### config.mk
export PLATFORM = sky130hd
export DESIGN_NAME = johnson_decoder
export DESIGN_NICKNAME = d
export VERILOG_FILES = /design/src/rtl/johnson_decoder.sv
export SDC_FILE = /design/constraint.sdc
export NUM_CORES = 1
export LEC_CHECK = 0
export ABC_AREA = 0
export CAP_MARGIN = 20
export CORE_MARGIN = 5
export CORE_UTILIZATION = 40
export CTS_CLUSTER_SIZE = 25
export DETAILED_ROUTE_END_ITERATION = 6
export PLACE_DENSITY = 0.67
export SYNTH_ARGS = -nofsm -noshare
export SYNTH_HDL_FRONTEND = slang
export SYNTH_SLANG_ARGS = --single-unit
### constraint.sdc
create_clock -name clk -period 4.4 [get_ports clk]
set_input_delay 1.32 -clock clk [delete_from_list [all_inputs] [get_ports clk]]
set_output_delay 1.32 -clock clk [all_outputs]
set_load 0.005 [all_outputs]
### src/rtl/johnson_decoder.sv
// johnson_decoder: checks, decodes and tracks lock on a sampled Johnson-coded counter word
module johnson_decoder #(
  parameter int N = 9,
  parameter int LOCK_CNT = 4,
  parameter int ERR_W = 8,
  parameter bit ALLOW_HOLD = 1'b0,
  localparam int W = $clog2(2 * N)
) (
  input  logic             clk,
  input  logic             rset_n,
  input  logic [N-1:0]     code_in,
  input  logic             code_valid,
  input  logic             err_clr,
  output logic [W-1:0]     count_out,
  output logic             count_valid,
  output logic             code_err,
  output logic             seq_err,
  output logic             locked,
  output logic [ERR_W-1:0] err_cnt
);
  localparam int RW = $clog2(LOCK_CNT + 1);
  localparam logic [W-1:0] LAST = W'(2 * N - 1);
  localparam logic [RW-1:0] LOCK_RUN = RW'(LOCK_CNT);
  typedef enum logic [1:0] {HUNT, SYNC, LOCKED} state_t;
  state_t state, state_d;
  logic [RW-1:0] run, run_d;
  logic [W-1:0] ref_idx, ref_d, count_d, k, succ, ones;
  logic [N-2:0] edges;
  logic legal, hold, valid_d, code_err_d, seq_err_d, err;
  logic [ERR_W-1:0] err_cnt_d;
  // legality from adjacent-bit transitions, index from the count of ones and the low bit
  always_comb begin
    ones = '0;
    for (int i = 0; i < N; i++) ones = ones + W'(code_in[i]);
    edges = code_in[N-1:1] ^ code_in[N-2:0];
    legal = (edges & (edges - (N-1)'(1))) == '0;
    k = code_in[0] ? W'(2 * N) - ones : ones;
    succ = ref_idx == LAST ? '0 : ref_idx + W'(1);
    hold = ALLOW_HOLD && k == ref_idx;
  end
  // next-state: lock FSM, reference tracking, pulses and saturating error count
  always_comb begin
    state_d = state;
    run_d = run;
    ref_d = ref_idx;
    count_d = count_out;
    valid_d = 1'b0;
    code_err_d = 1'b0;
    seq_err_d = 1'b0;
    if (code_valid) begin
      if (!legal) begin
        code_err_d = 1'b1;
        state_d = HUNT;
        run_d = '0;
      end else begin
        valid_d = 1'b1;
        count_d = k;
        ref_d = k;
        if (state == HUNT) begin
          state_d = SYNC;
          run_d = '0;
        end else if (k == succ) begin
          if (state == SYNC) begin
            run_d = run + RW'(1);
            state_d = run_d == LOCK_RUN ? LOCKED : SYNC;
          end
        end else if (!hold) begin
          seq_err_d = 1'b1;
          state_d = SYNC;
          run_d = '0;
        end
      end
    end
    err = code_err_d | seq_err_d;
    err_cnt_d = err_clr ? ERR_W'(err) : (err && err_cnt != '1) ? err_cnt + ERR_W'(1) : err_cnt;
  end
  // state and registered outputs, cleared asynchronously
  always_ff @(posedge clk or negedge rset_n)
    if (!rset_n) begin
      state <= HUNT;
      run <= '0;
      ref_idx <= '0;
      count_out <= '0;
      count_valid <= 1'b0;
      code_err <= 1'b0;
      seq_err <= 1'b0;
      locked <= 1'b0;
      err_cnt <= '0;
    end else begin
      state <= state_d;
      run <= run_d;
      ref_idx <= ref_d;
      count_out <= count_d;
      count_valid <= valid_d;
      code_err <= code_err_d;
      seq_err <= seq_err_d;
      locked <= state_d == LOCKED;
      err_cnt <= err_cnt_d;
    end
endmodule

Word-level counts from Yosys, hierarchy flattened. Cells that the tools add are included.

Add/sub/neg operators: 13. Eq/ne operators: 7. Muxes and demuxes: 22. Bitwise logic cells: 3. Reductions and logical operators: 6.

Operators with widths (count): $add 5x1->5 (4); $mux 8 (2); $mux 2 (6); $mux 3 (4); $mux 5 (2); $add 8x1->8 const B (1); $and 8x8->8 (1); $logic_not 8->1 (1); $mux 1 (8); $ne 8x8->1 const B (1); $sub 8x1->8 const B (1); $xor 8x8->8 (1); $add 4x1->5 (1); $add 5x1->5 const B (1); $eq 5x5->1 (1); $eq 5x5->1 const B (1); $sub 5x5->5 const A (1); $add 3x1->4 (1); $ne 4x3->1 const B (1); $reduce_and 2->1 (2); $add 2x1->3 (1); $add 3x1->3 const B (1); $eq 3x3->1 const B (1); $add 1x1->2 (1); 6 further kinds (6).

Bits in registers: 22. Bits of input ports: 13. Output and inout port bits: 17. Logic and storage cells: 59.

Longest topological paths before layout. Gate-level depths: netlist (run 1).

Depth after elaboration: 19. Gate-level depth with buffers: 17.

Least setup slack after synthesis (run 1). OpenSTA, ideal clock, no wires.

Kind: in2reg. Start: input code_in[0]. End: register err_cnt[7]. Data arrival time: 5.605 ns. Setup slack: -1.332 ns. Stages on the path: 16. Buffers on the path: 0. Cells stage by stage: inv_1 -> fa_1 -> fa_1 -> fa_1 -> fa_1 -> fa_1 -> inv_1 -> ha_1 -> mux2i_1 -> nor4bb_1 -> o21ai_0 -> o41ai_1 -> o311a_4 -> o21a_4 -> and4bb_1 -> mux2_1.

Longest elaborated chain between the ends: 18. Elaborated cells between the ends (all ways): 24.

RTL lines: start: declaration (RTL line 11) `input logic [N-1:0] code_in,`; $add 1x1->2 (RTL line 34) `for (int i = 0; i < N; i++) ones = ones + W'(code_in[i]);`; $add 2x1->3 (RTL line 34); $add 3x1->4 (RTL line 34); $add 4x1->5 (RTL line 34); $add 5x1->5 (4 in a row) (RTL line 34); $sub 5x5->5 (RTL line 37) `k = code_in[0] ? W'(2 * N) - ones : ones;`; $mux 5 (RTL line 37); $eq 5x5->1 (RTL line 62) `end else if (k == succ) begin`; $mux 1 (RTL line 62); $mux 1 (RTL line 59) `if (state == HUNT) begin`; $mux 1 (RTL line 51) `if (!legal) begin`; $mux 1 (RTL line 50) `if (code_valid) begin`; $or 1x1->1 (*) (RTL line 74) `err = code_err_d | seq_err_d;`; $logic_and 1x1->1 (*) (RTL line 75) `err_cnt_d = err_clr ? ERR_W'(err) : (err && err_cnt != '1) ? err_cnt + ERR_W'(1) : err_cnt;`; $reduce_bool 2->1 (no line) (*); end signal: assignment (RTL line 98) `err_cnt <= err_cnt_d;`; end: declaration (RTL line 19) `output logic [ERR_W-1:0] err_cnt`.

Mark *: on every way between the ends. The rest lies on a longest branch, timed or not. A chain may end at the register's enable or synchronous reset.

Worst setup path in the final report (run 1).
Start: input code_in[1]. End: register err_cnt[7].

The elaborated chain is that of the path after synthesis.

==> results.json, run 1 <==
{
  "place_inst": 293,
  "comb_power_share": 0.622,
  "ir_drop_mv": 0.217,
  "drive_gt1_frac": 0.358,
  "crit_path_start_kind": "input pin",
  "slew_violations": 0,
  "cp_data_required_time_ps": 4560,
  "syn-cell-area_um2": 1720,
  "cp.arrival_ps": 5650,
  "finalSetupTns_ps": -14790,
  "antenna_found_initial": 0,
  "ys_types": 52,
  "slowest_stage": "fa_2",
  "first_iter_violations": 97,
  "cts_tree": "done",
  "slew_headroom": 0.693,
  "vias": 1661,
  "layout_setup_ws_ps": -1090,
  "start_util": 0.422,
  "seqPwrFrac": 0.224,
  "grt_max_degree": 23,
  "critPathBufInv": 4,
  "place_area_um2": 2290,
  "finalPower_mw": 1.22,
  "final_cells": 310,
  "grt_setup_unrepaired": "yes",
  "die-area_um2": 5720,
  "slowest_delay_ps": 550,
  "synth_fp_nets": 219,
  "regArea_um2": 551,
  "n_antenna_cell": 0,
  "grt_use_total": 0.162,
  "root_buffer": "clkbuf_8",
  "path_cells": "buf_8, inv_4, fa_1, fa_1, fa_1, fa_2, fa_2, inv_2, ha_4, mux2i_4, buf_6, xnor2_4, o41ai_2, o311a_4, o21a_4, and4bb_1, mux2_4",
  "numPortBuffers": 29,
  "ys.flop_type": "dfrtp_1",
  "min_path_type": "reg -> reg",
  "switchingPower_mw": 0.437,
  "leakage_nw": 1.21,
  "clockBufferDepth": 2,
  "final_common_cell": "buf_4",
  "cts.sinks": 22,
  "core_um2": 4090,
  "hold_viol_final": 0,
  "n_fill_cell": 318,
  "multi_input_area_um2": 1280,
  "clkSlewWorstSetupHoldPaths_ps": 90,
  "crit_family": "adder cells",
  "die_x_um": 75.6,
  "clock_latency_ps": 260,
  "setup_viol": 17,
  "tightest_slew_ps": 459,
  "grt_pass1_vias": 1627,
  "final_cell_mix": "30 x buf_4, 26 x clkdlybuf4s50_1, 22 x dfrtp_1",
  "nets": 288,
  "area_growth_pct": 56.9,
  "finClkSkew_ps": 11.7,
  "fmax_mhz": 182,
  "yosysWarnings": 0,
  "io_pins": 30,
  "synth_area_per_cell_um2": 8.97,
  "rrSetupSlack_ps": 1540,
  "via_per_inst": 5.36,
  "maxCapViolCount": 0,
  "status": "complete, but fails checks",
  "p_sw_frac": 0.357,
  "end_kind": "flop",
  "postRouteAntennaNets": 0,
  "firstDrtPassIters": 4,
  "drc_errors": 0,
  "cts-htree-levels": 1,
  "cpMostUsedCell": "fa_1",
  "ys_seq_elements": 22,
  "path_class": "in -> reg",
  "routed_wl_um": 4530,
  "synth-async-reset-ratio": 1.00,
  "period_share": 1.25,
  "p_clk_frac": 0.155,
  "numCtsBuffers": 3,
  "grt_first_pass_wirelength_um": 7290,
  "finalCriticalPeriod_ps": 5490,
  "powerDensity_nw_per_um2": 453,
  "yosysSeqAreaShare": 0.320,
  "gp_congestion": 0.846,
  "internal-power_mw": 0.788,
  "wl_per_cell_um": 14.6,
  "worstPathMaxFanout": 4,
  "postCtsHoldBufs": 0,
  "violations": "negative setup slack",
  "rows": 23,
  "grt_overflow": 0,
  "synthCells": 192,
  "finish.instance_area_um2": 2700,
  "synth_edf_count": 0,
  "dp_hpwl_um": 3110,
  "die_h_um": 75.6
}
what timing repair did:
action,4_1_cts,5_1_grt
resized for setup,43,26
endpoints found under the setup margin,19,19
pin swaps,14,20
buffers inserted,8,4
power groups by stage:
stage / clock [mW] / combinational, mW / sequential (mW)
final: 0.189 / 0.761 / 0.274
after global routing: 0.201 / 0.823 / 0.279
after CTS: 0.191 / 0.617 / 0.273
after detailed placement: 0 / 0.527 / 0.277
after global placement: 0 / 0.511 / 0.276
after floorplan: 0 / 0.319 / 0.265
stage by stage:
stage          hold WS, ps  worst slack [ps]  utilization
2_1_floorplan          506             -1220            -
3_3_place_gp           526             -1810        0.559
3_5_place_dp           529             -1900        0.559
4_1_cts                550             -1370        0.620
5_1_grt                568             -1210        0.662
6_report               549             -1090        0.662
worst register-to-register path: cells and delay by family (launching register included):
kind,cells,cell delay (ps)
AND/OR/NAND/NOR,3,930
AO/OA/AOI/OAI,4,810
adder cells (fa/ha/maj),1,290
buffers and inverters,2,300
flip-flops,1,490
routing by layer:
metal,up-vias,global-route usage,share of wire
met5,-,0,0
met4,0,0.0388,0.013
met3,8,0.0185,0.041
met2,45,0.285,0.52
met1,791,0.213,0.43
li1,817,-,-
synth_stat cells (all sizes together), types with 2 or more instances:
master	count	area share
dfrtp	22	0.32
nand2	9	0.020
nor3b	2	0.0087
mux2	5	0.033
a311oi	2	0.010
o22ai	2	0.0073
nor2b	6	0.022
o21ai	10	0.031
a21oi	15	0.044
nor3	2	0.0058
mux2i	3	0.017
nand2b	2	0.0073
and2	2	0.0073
nand4	3	0.011
and3	5	0.018
nor2	18	0.041
o21a	2	0.013
fa	5	0.058
nand3	12	0.035
xnor2	6	0.035
xor2	2	0.015
ha	9	0.065
and4bb	2	0.017
o31ai	2	0.0087
clkbuf	4	0.0087
inv	22	0.048
registers in the layout, indices dropped and copies added (netlist names):
signal       count
code_err         1
count_out        5
count_valid      1
err_cnt          8
locked           1
run              3
seq_err          1
state            2
cell families after synthesis:
group                      after synthesis  synth area share
and+or+nand+nor                         67             0.211
adders and majority gates               14             0.123
xor gates and xnor gates                 8            0.0494
AOI/OAI and AO/OA                       46             0.187
buffers and inverters                   27            0.0595
DFF                                     22             0.320
muxes                                    8            0.0501
path summary, 6_finish.rpt:
check                             startpoint          to  depth (start not counted)
worst min register to register        run[0]      run[0]                          1
worst max register to register  count_out[0]  err_cnt[3]                         10
max in group asynchronous             rset_n  err_cnt[4]                          2
worst max-delay path              code_in[1]  err_cnt[7]                         17
min in group asynchronous             rset_n  err_cnt[3]                          1
worst min-delay path                  run[0]      run[0]                          1
layout make-up:
| type | instances | share of cell area |
|---|---|---|
| clock buffer | 3 | 0.0153 |
| clock inverter | 1 | 0.0111 |
| timing repair buffer | 69 | 0.238 |
| inverter | 22 | 0.0342 |
| tap | 50 | 0.0231 |
| multi-input combinational | 143 | 0.475 |
| sequential | 22 | 0.204 |
(Power assumes the default switching activity.)
==> run 2: changes to the inputs <==
MAX_ROUTING_LAYER = met4   (was not set)
REMOVE_ABC_BUFFERS = 1   (was not set)
==> run 2 against run 1 <==
  * Sequential share of layout area increased by 0.66 points
  * Non-clock buffer count decreased by 3
  * The flow still finishes with violations (negative setup slack)
  * Critical path depth increased by 1
  * Largest power group unchanged
  * Largest cell class unchanged
  * Fmax decreased by 0.89%
  * Sequential power decreased by 2%
  * Sequential cell count unchanged
==> results.json, run 2 (synthesized netlist as in run 1, its figures left out) <==
{
  "io_pins": 30,
  "rows": 23,
  "vias": 1646,
  "wl_per_cell_um": 14.4,
  "finalCriticalPeriod_ps": 5540,
  "hold_viol_final": 0,
  "finish.instance_area_um2": 2620,
  "min_path_type": "reg -> reg",
  "place_ws_ps": -2020,
  "area_growth_pct": 52.0,
  "root_buffer": "clkbuf_8",
  "period_share": 1.26,
  "internal-power_mw": 0.723,
  "grt_first_pass_wirelength_um": 7460,
  "slowest_stage": "fa_2",
  "cp_data_required_time_ps": 4550,
  "cpMostUsedCell": "fa_1",
  "worstPathMaxFanout": 4,
  "clockBufferDepth": 2,
  "grt_setup_unrepaired": "yes",
  "firstDrtPassIters": 4,
  "seqPwrFrac": 0.237,
  "maxCapViolCount": 0,
  "path_class": "in -> reg",
  "routed_wl_um": 4420,
  "path_cells": "buf_8, inv_4, fa_1, fa_1, fa_1, fa_2, fa_2, inv_2, ha_4, mux2i_4, buf_6, o21ba_4, o21ai_2, o41ai_2, o311a_4, o21a_4, and4bb_1, mux2_4",
  "switchingPower_mw": 0.410,
  "p_sw_frac": 0.362,
  "clock_latency_ps": 260,
  "numPortBuffers": 29,
  "place_area_um2": 2240,
  "leakage_nw": 1.17,
  "cts-htree-levels": 1,
  "grt_pass1_vias": 1563,
  "start_util": 0.422,
  "grt_overflow": 0,
  "multi_input_area_um2": 1250,
  "grt_use_total": 0.171,
  "cts_tree": "done",
  "largest-register": "err_cnt",
  "n_fill_cell": 336,
  "tightest_slew_ps": 689,
  "finalPower_mw": 1.13,
  "drc_errors": 0,
  "die_h_um": 75.6,
  "setup_viol": 17,
  "regArea_um2": 551,
  "first_iter_violations": 134,
  "status": "complete, but fails checks",
  "violations": "negative setup slack",
  "nets": 285,
  "dp_hpwl_um": 3080,
  "reg.largest.list": "err_cnt x8, count_out x5, run x3",
  "ir_drop_mv": 0.188,
  "slew_headroom": 0.539,
  "via_per_inst": 5.36,
  "final_common_cell": "buf_4",
  "fmax_mhz": 181,
  "postRouteAntennaNets": 0,
  "cp.arrival_ps": 5690,
  "p_clk_frac": 0.126,
  "powerDensity_nw_per_um2": 433,
  "largest_reg_flops": 8,
  "core_um2": 4090,
  "grt_max_degree": 23,
  "slowest_delay_ps": 560,
  "n_antenna_cell": 0,
  "end_kind": "flop",
  "layout_setup_ws_ps": -1140,
  "cts.sinks": 22,
  "clkSlewWorstSetupHoldPaths_ps": 80,
  "die-area_um2": 5720,
  "numCtsBuffers": 3,
  "comb_power_share": 0.637,
  "slew_violations": 0,
  "finClkSkew_ps": 5.08,
  "crit_path_start_kind": "input pin",
  "die_x_um": 75.6,
  "antenna_found_initial": 0,
  "final_cell_mix": "29 x buf_4, 25 x clkdlybuf4s50_1, 22 x dfrtp_1",
  "drive_gt1_frac": 0.335,
  "gp_congestion": 0.820
}
==> run 2: changes by cell type in the layout (fill, tap and decap cells not counted), sizes merged <==
cell / before / now
dlymetal6s2s: 0 / 1
bufinv: 1 / 0
buf: 43 / 40
clkdlybuf4s50: 26 / 25
clkbuf: 3 / 4
==> run 2: cell type report <==
class,instances,area share
Tap cell,50,0.0239
Sequential cell,22,0.210
Timing Repair Buffer,66,0.234
Clock buffer,4,0.0210
Inverter,22,0.0325
Multi-Input combinational cell,143,0.479
==> run 2: worst paths after layout <==
kind                       slack (ps)  cells after the start         start            to
max in group asynchronous        2490                      2        rset_n  count_out[0]
setup reg to reg                 1630                      9  count_out[0]    err_cnt[7]
setup / recovery                -1140                     18    code_in[3]    err_cnt[7]
hold / removal                    560                      2        run[2]        run[2]
hold reg to reg                   560                      2        run[2]        run[2]
min in group asynchronous        1430                      1        rset_n    err_cnt[2]
==> run 2: critical path: cells and delay by family <==
kind	cells	cell delay, ps
adders and majority gates	6	2610
AOI/OAI and AO/OA	5	740
muxes	2	450
buffers and inverters	4	280
and+or+nand+nor	1	280
==> run 2: what timing repair did <==
action	CTS	global route
endpoints found under the setup margin	19	19
pin swaps	22	19
resized for setup	54	17
setup buffers	7	8
hold buffers	0	0
==> run 2: per-layer routing <==
layer | vias up | wire (um) | track usage
met5 | - | 0 | -
met4 | 0 | 15 | 0.0233
met3 | 2 | 157 | 0.0330
met2 | 28 | 2160 | 0.267
met1 | 800 | 2090 | 0.237
li1 | 816 | - | -
==> run 2: stage by stage <==
stage          instances  utilization  hold slack [ps]  TNS, ps
2_1_floorplan        187            -              503   -16080
3_5_place_dp         291        0.549              532   -30470
5_1_grt              307        0.641              592   -17360
3_3_place_gp         291        0.549              532   -27590
4_1_cts              300        0.610              554   -19690
6_report             307        0.641              555   -15460
==> run 2: power groups by stage <==
| stage | registers, mW | logic, mW | clock network, mW |
|---|---|---|---|
| global placement | 0.271 | 0.490 | 0 |
| finish | 0.268 | 0.722 | 0.143 |
| global route | 0.274 | 0.784 | 0.156 |
| CTS | 0.268 | 0.651 | 0.147 |
| floorplan | 0.265 | 0.296 | 0 |
| detailed placement | 0.271 | 0.504 | 0 |
==> run 3: changes to the inputs <==
GPL_ROUTABILITY_DRIVEN = 1   (was not set)
==> results of run 3 <==
Same layout as run 2: the final DEF is identical, and so are final timing and power.
